===== src/rtl/dma_sg_pkg.sv =====
// Shared types and constants for the DMA_SG_Engine.
// Requester indices and the AR request bundle.
package dma_sg_pkg;

  localparam int REQ_DESC = 0;
  localparam int REQ_DATA = 1;

  // Storage widths for AR payload; instances use the low bits.
  localparam int AR_ID_MAX   = 16;
  localparam int AR_ADDR_MAX = 64;

  typedef struct packed {
    logic [AR_ID_MAX-1:0]   id;
    logic [AR_ADDR_MAX-1:0] addr;
    logic [7:0]             len;
  } ar_req_t;

endpackage


===== src/rtl/dma_outst_cnt.sv =====
// Up/down saturating outstanding-burst counter.
// Flags whether another burst may be issued.
module dma_outst_cnt #(
  parameter int MAX_OUTST = 4,
  parameter int CW        = $clog2(MAX_OUTST + 1)
) (
  input  logic          clk_i,
  input  logic          rst_ni,
  input  logic          inc_i,
  input  logic          dec_i,
  output logic [CW-1:0] cnt_o,
  output logic          below_o,
  output logic          nz_o
);

  localparam logic [CW-1:0] ONE = CW'(1);
  localparam logic [CW-1:0] LIM = CW'(MAX_OUTST);

  logic [CW-1:0] cnt_q, cnt_d;

  // Next count: inc and dec together cancel; dec at zero saturates.
  always_comb begin
    cnt_d = cnt_q;
    unique case ({inc_i, dec_i})
      2'b10:   cnt_d = cnt_q + ONE;
      2'b01:   cnt_d = (cnt_q == '0) ? '0 : cnt_q - ONE;
      default: cnt_d = cnt_q;
    endcase
  end

  // Count register.
  always_ff @(posedge clk_i or negedge rst_ni) begin
    if (!rst_ni) cnt_q <= '0;
    else         cnt_q <= cnt_d;
  end

  // A completion with nothing outstanding is a protocol error.
  always_ff @(posedge clk_i) begin
    if (rst_ni && dec_i && !inc_i)
      assert (cnt_q != '0)
        else $error("outstanding counter underflow");
  end

  assign cnt_o   = cnt_q;
  assign below_o = cnt_q < LIM;
  assign nz_o    = cnt_q != '0;

endmodule


===== src/rtl/dma_axi_rd_arbiter.sv =====
// Two-requester AXI4 read-channel arbiter.
// Round-robin AR slot, per-requester burst limit, R demux on rid MSB.
module dma_axi_rd_arbiter
  import dma_sg_pkg::*;
#(
  parameter int ADDR_WIDTH = 32,
  parameter int DATA_WIDTH = 64,
  parameter int ID_WIDTH   = 4,
  parameter int MAX_OUTST  = 4
) (
  input  logic                  ACLK,
  input  logic                  ARESETN,
  input  logic [ID_WIDTH-2:0]   s0_arid,
  input  logic [ADDR_WIDTH-1:0] s0_araddr,
  input  logic [7:0]            s0_arlen,
  input  logic                  s0_arvalid,
  output logic                  s0_arready,
  input  logic [ID_WIDTH-2:0]   s1_arid,
  input  logic [ADDR_WIDTH-1:0] s1_araddr,
  input  logic [7:0]            s1_arlen,
  input  logic                  s1_arvalid,
  output logic                  s1_arready,
  output logic [ID_WIDTH-2:0]   s0_rid,
  output logic [DATA_WIDTH-1:0] s0_rdata,
  output logic [1:0]            s0_rresp,
  output logic                  s0_rlast,
  output logic                  s0_rvalid,
  input  logic                  s0_rready,
  output logic [ID_WIDTH-2:0]   s1_rid,
  output logic [DATA_WIDTH-1:0] s1_rdata,
  output logic [1:0]            s1_rresp,
  output logic                  s1_rlast,
  output logic                  s1_rvalid,
  input  logic                  s1_rready,
  output logic [ID_WIDTH-1:0]   m_arid,
  output logic [ADDR_WIDTH-1:0] m_araddr,
  output logic [7:0]            m_arlen,
  output logic                  m_arvalid,
  input  logic                  m_arready,
  input  logic [ID_WIDTH-1:0]   m_rid,
  input  logic [DATA_WIDTH-1:0] m_rdata,
  input  logic [1:0]            m_rresp,
  input  logic                  m_rlast,
  input  logic                  m_rvalid,
  output logic                  m_rready,
  output logic                  busy
);

  localparam int CW = $clog2(MAX_OUTST + 1);

  logic          arvalid_q, arvalid_d;
  logic          rr_q, rr_d;
  ar_req_t       slot_q, slot_d, req;
  logic          slot_free;
  logic          elig0, elig1;
  logic          win0, win1;
  logic          acc0, acc1;
  logic          below0, below1;
  logic          nz0, nz1;
  logic          rsel;
  logic          dec0, dec1;
  logic [CW-1:0] cnt0, cnt1;

  assign slot_free = !arvalid_q || m_arready;
  assign elig0     = s0_arvalid && below0;
  assign elig1     = s1_arvalid && below1;

  // Winner: lone eligible requester, else the one rr points at.
  always_comb begin
    win0 = 1'b0;
    win1 = 1'b0;
    if (elig0 && elig1) begin
      win0 = !rr_q;
      win1 = rr_q;
    end else begin
      win0 = elig0;
      win1 = elig1;
    end
  end

  assign s0_arready = slot_free && win0;
  assign s1_arready = slot_free && win1;
  assign acc0       = s0_arready;
  assign acc1       = s1_arready;

  // Winning payload, tagged with the requester index in the ID MSB.
  always_comb begin
    req = '0;
    if (win1) begin
      req.id   = AR_ID_MAX'({1'b1, s1_arid});
      req.addr = AR_ADDR_MAX'(s1_araddr);
      req.len  = s1_arlen;
    end else begin
      req.id   = AR_ID_MAX'({1'b0, s0_arid});
      req.addr = AR_ADDR_MAX'(s0_araddr);
      req.len  = s0_arlen;
    end
  end

  // Slot next state: refill on handshake, pointer moves to the loser.
  always_comb begin
    arvalid_d = arvalid_q;
    slot_d    = slot_q;
    rr_d      = rr_q;
    if (slot_free) arvalid_d = acc0 || acc1;
    if (acc0 || acc1) begin
      slot_d = req;
      rr_d   = acc0;
    end
  end

  // AR slot and round-robin pointer registers.
  always_ff @(posedge ACLK or negedge ARESETN) begin
    if (!ARESETN) begin
      arvalid_q <= 1'b0;
      slot_q    <= '0;
      rr_q      <= 1'b0;
    end else begin
      arvalid_q <= arvalid_d;
      slot_q    <= slot_d;
      rr_q      <= rr_d;
    end
  end

  assign m_arvalid = arvalid_q;
  assign m_arid    = slot_q.id[ID_WIDTH-1:0];
  assign m_araddr  = slot_q.addr[ADDR_WIDTH-1:0];
  assign m_arlen   = slot_q.len;

  logic unused_slot;
  assign unused_slot = ^{slot_q.id[AR_ID_MAX-1:ID_WIDTH],
                         slot_q.addr[AR_ADDR_MAX-1:ADDR_WIDTH]};

  // R demux: the ID MSB names the owner; ready only while a beat is up.
  assign rsel      = m_rid[ID_WIDTH-1];
  assign s0_rvalid = m_rvalid && !rsel;
  assign s1_rvalid = m_rvalid && rsel;
  assign m_rready  = m_rvalid && (rsel ? s1_rready : s0_rready);

  assign s0_rid   = m_rid[ID_WIDTH-2:0];
  assign s1_rid   = m_rid[ID_WIDTH-2:0];
  assign s0_rdata = m_rdata;
  assign s1_rdata = m_rdata;
  assign s0_rresp = m_rresp;
  assign s1_rresp = m_rresp;
  assign s0_rlast = m_rlast;
  assign s1_rlast = m_rlast;

  assign dec0 = m_rvalid && m_rready && m_rlast && !rsel;
  assign dec1 = m_rvalid && m_rready && m_rlast && rsel;

  dma_outst_cnt #(
    .MAX_OUTST (MAX_OUTST),
    .CW        (CW)
  ) u_cnt0 (
    .clk_i   (ACLK),
    .rst_ni  (ARESETN),
    .inc_i   (acc0),
    .dec_i   (dec0),
    .cnt_o   (cnt0),
    .below_o (below0),
    .nz_o    (nz0)
  );

  dma_outst_cnt #(
    .MAX_OUTST (MAX_OUTST),
    .CW        (CW)
  ) u_cnt1 (
    .clk_i   (ACLK),
    .rst_ni  (ARESETN),
    .inc_i   (acc1),
    .dec_i   (dec1),
    .cnt_o   (cnt1),
    .below_o (below1),
    .nz_o    (nz1)
  );

  logic unused_cnt;
  assign unused_cnt = ^{cnt0, cnt1};

  assign busy = arvalid_q || nz0 || nz1;

endmodule


===== config.mk =====
export PLATFORM = sky130hd
export DESIGN_NAME = dma_axi_rd_arbiter
export DESIGN_NICKNAME = d
export VERILOG_FILES = /design/src/rtl/dma_sg_pkg.sv /design/src/rtl/dma_outst_cnt.sv /design/src/rtl/dma_axi_rd_arbiter.sv
export SDC_FILE = /design/constraint.sdc
export NUM_CORES = 1
export LEC_CHECK = 0
export BUFFER_PORTS_ARGS = -buffer_cell sky130_fd_sc_hd__buf_2
export CAP_MARGIN = 30
export CORE_AREA = 8 8 133 135
export CTS_CLUSTER_SIZE = 12
export DETAILED_ROUTE_END_ITERATION = 7
export DIE_AREA = 0 0 141 143
export PLACE_DENSITY = 0.6
export SLEW_MARGIN = 15
export SYNTH_ARGS = -nofsm -noshare
export SYNTH_HDL_FRONTEND = slang
export SYNTH_SLANG_ARGS = --single-unit

===== constraint.sdc =====
create_clock -name ACLK -period 5.1 [get_ports ACLK]
set_input_delay 0.51 -clock ACLK [delete_from_list [all_inputs] [get_ports ACLK]]
set_output_delay 0.51 -clock ACLK [all_outputs]
set_load 0.005 [all_outputs]

==> run metrics <==
status=finished, final reports clean; IO Port Bufs=between 100 and 150; Vias=about 2700; CTS tree=built; PD cells=between 500 and 600 nW/µm²; share of the synthesized area in the top cell type=34.9%; clock skew=6.95 ps; critical path arrival=1750 ps; Post-Syn Area=roughly 3700 µm²; Worst-Skew Late Latency=roughly 300 ps; Antenna diodes=0; total track usage=a little under a tenth; Initial DRC Count=110; delay-heaviest family, CP=flip-flops; total congestion overflow=0; crit path buf inv count=2; placed inst area=between 3000 and 4000 µm²; Site Rows=46; Root Buffer=clkbuf_16; Hold-fix buffers, CTS=0; top post-synthesis cells by area=dfrtp_1 (35%), buf_4 (29%), nand2_1 (9.2%); vias in the first global route=between 2000 and 3000; initial antenna violation count=0; Post-Route WL=approximately 10000 µm; Hold/Removal Path Class=in -> async; Finished Cell Area=~3800 µm²; IO Count=roughly 360; RePlAce Congestion=between 0.7 and 0.8; Max-cap violations=0; FF/Latch Area=1300 µm²; crit path cell chain=nor2b_4 > o21a_2 > nand2_1 > inv_1 > buf_2; clock period minus worst slack=approximately 2300 ps; CTS Buf Count=5; max-slew violations=0; multi-input logic area=1200 µm²; largest net degree at the start of global routing=57; Die Ht=between 100 and 150 µm; area leader, netlist=dfrtp_1; register area share after synthesis=34.9%; drt first pass iters=4; clk slew on worst S/H paths=roughly 70 ps; number of synthesized flops with an enable pin=0; CP endpoint kind=output port; Initial Util=between 20% and 30%; setup violators final=0; Tcrit/Tclk final=between 40% and 50%; synthesized area per cell=8.31 µm²; CTS Sinks=between 50 and 60; unrepaired setup endpoints after global routing=no; Post-DP HPWL=around 7600 µm; Core ar.=15600 µm²; # H-tree levels=2; slew at the pin with the worst max-slew slack=slightly above 800 ps; setup TNS=0 ps; fill count=between 1500 and 2000; crit path kind=reg -> out; die width=between 100 and 150 µm; synth unique cells=27; WP data required=between 4000 and 5000 ps; Critical-path top delay cell=dfrtp_1; WL/cell=roughly 15 µm; DRC=0; Synth Instances=449; layout cells sized above 1=around 37%; pre-CTS WS=around 2400 ps; startpoint types=flip-flop; top_reg_cell synth=dfrtp_1; Max Fclk=442 MHz; flops & latches, synth=between 50 and 60; Post-CTS Setup Repair Bufs=0; syn nets=~620; Max clock buf depth=2; vias per cell=4.03; leakage power=0.00185 µW; DIE AREA=between 20000 and 25000 µm²; first-pass GRT wire length=~15000 µm; Async SR Flop Fraction=100%; Final Net Count=625; Detail Route Antenna Nets=0; Area Overhead vs Synth=1.64%; Worst path max stage delay=~480 ps; VDD IR-drop max=approximately 150 µV; Hold Vio Cnt, Final=0; headroom to the max-slew limit=45.6%; worst-path maximum fanout=17; min setup slack post-route=roughly 2800 ps; cts repair resizes=0; Synth Warn #=0
[cell type report]
type,instances,area share (%)
Tap cell,216,7.12
Clock buffer,5,3.30
Timing Repair Buffer,152,20.8
Sequential cell,52,34.3
Multi-Input combinational cell,229,31.6
Inverter,10,0.989
Clock inverter,3,1.81
[sequential cells by signal, summed over array words and instances, names as in the netlist]
| signal | cells |
|---|---|
| m_arlen | 8 |
| m_arvalid | 1 |
| m_araddr | 32 |
| rr_q | 1 |
| u_cnt0.cnt_o | 3 |
| u_cnt1.cnt_o | 3 |
| m_arid | 4 |
[path summary, 6_finish.rpt]
path	startpoint	endpoint	slack, ps	depth (start not counted)
max	u_cnt1.cnt_o[2]	s1_arready	2840	5
min	ARESETN	m_araddr[31]	340	2
max reg2reg	u_cnt1.cnt_o[2]	m_araddr[18]	2840	5
min reg2reg	m_arid[3]	m_arid[3]	520	2
max in group asynchronous	ARESETN	m_araddr[29]	4290	2
min in group ACLK	s0_arlen[4]	m_arlen[4]	450	3
[routing by layer]
layer  track usage (%)  vias up  share of wire (%)
met5                 0        -                  0
met3              4.54       46                 12
met1              10.8     1162                 41
li1                  -     1314                  -
met2              13.9      165                 43
met4              6.84        0                4.9
[report_power, final]
group / switching, µW / total, µW / internal, µW / leakage, µW
registers: 125 / 741 / 616 / 0.000589
clock network: 164 / 447 / 283 / 0.0000944
logic: 460 / 832 / 372 / 0.00116
[cell usage after synthesis, types with 3 or more instances]
master / count
ha_1: 10
mux2i_1: 3
buf_2: 4
dfrtp_1: 52
a21oi_1: 4
nor2_1: 46
buf_4: 145
nand2_1: 91
nor2b_1: 3
o21ai_0: 10
buf_6: 9
inv_1: 10
a31oi_1: 43
[layout by cell type (no fill, tap or decap), types with 2 or more instances in the layout]
cell | synthesis | routed
clkbuf_16 | 0 | 5
nand3_1 | 2 | 2
nand2b_4 | 2 | 2
a21o_1 | 2 | 2
bufinv_16 | 0 | 2
a21oi_1 | 4 | 4
nor2b_1 | 3 | 3
nor2_1 | 46 | 46
a211oi_1 | 2 | 2
inv_1 | 10 | 10
dfrtp_1 | 52 | 52
buf_4 | 145 | 3
mux2i_1 | 3 | 3
o21ai_0 | 10 | 10
buf_2 | 4 | 148
nand2_1 | 91 | 91
nor3b_1 | 2 | 2
a31oi_1 | 43 | 43
ha_1 | 10 | 10
[metrics by stage]
step	hold slack, ps	utilization [%]	power [µW]	instances
5_1_grt	408	24.3	2210	667
2_1_floorplan	214	-	1350	449
3_3_place_gp	492	22.9	1580	658
6_report	338	24.3	2020	667
3_5_place_dp	491	22.9	1590	658
4_1_cts	363	24.1	2060	666
[cells by family after synthesis]
kind of cell / count (synthesis) / synth area share [%]
AO/OA/AOI/OAI: 64 / 10.6
adder cells (fa/ha/maj): 10 / 3.35
buffers and inverters: 168 / 33.4
flip-flops: 52 / 34.9
multiplexers: 3 / 0.805
AND/OR/NAND/NOR: 152 / 17.0
(Power assumes the default switching activity.)
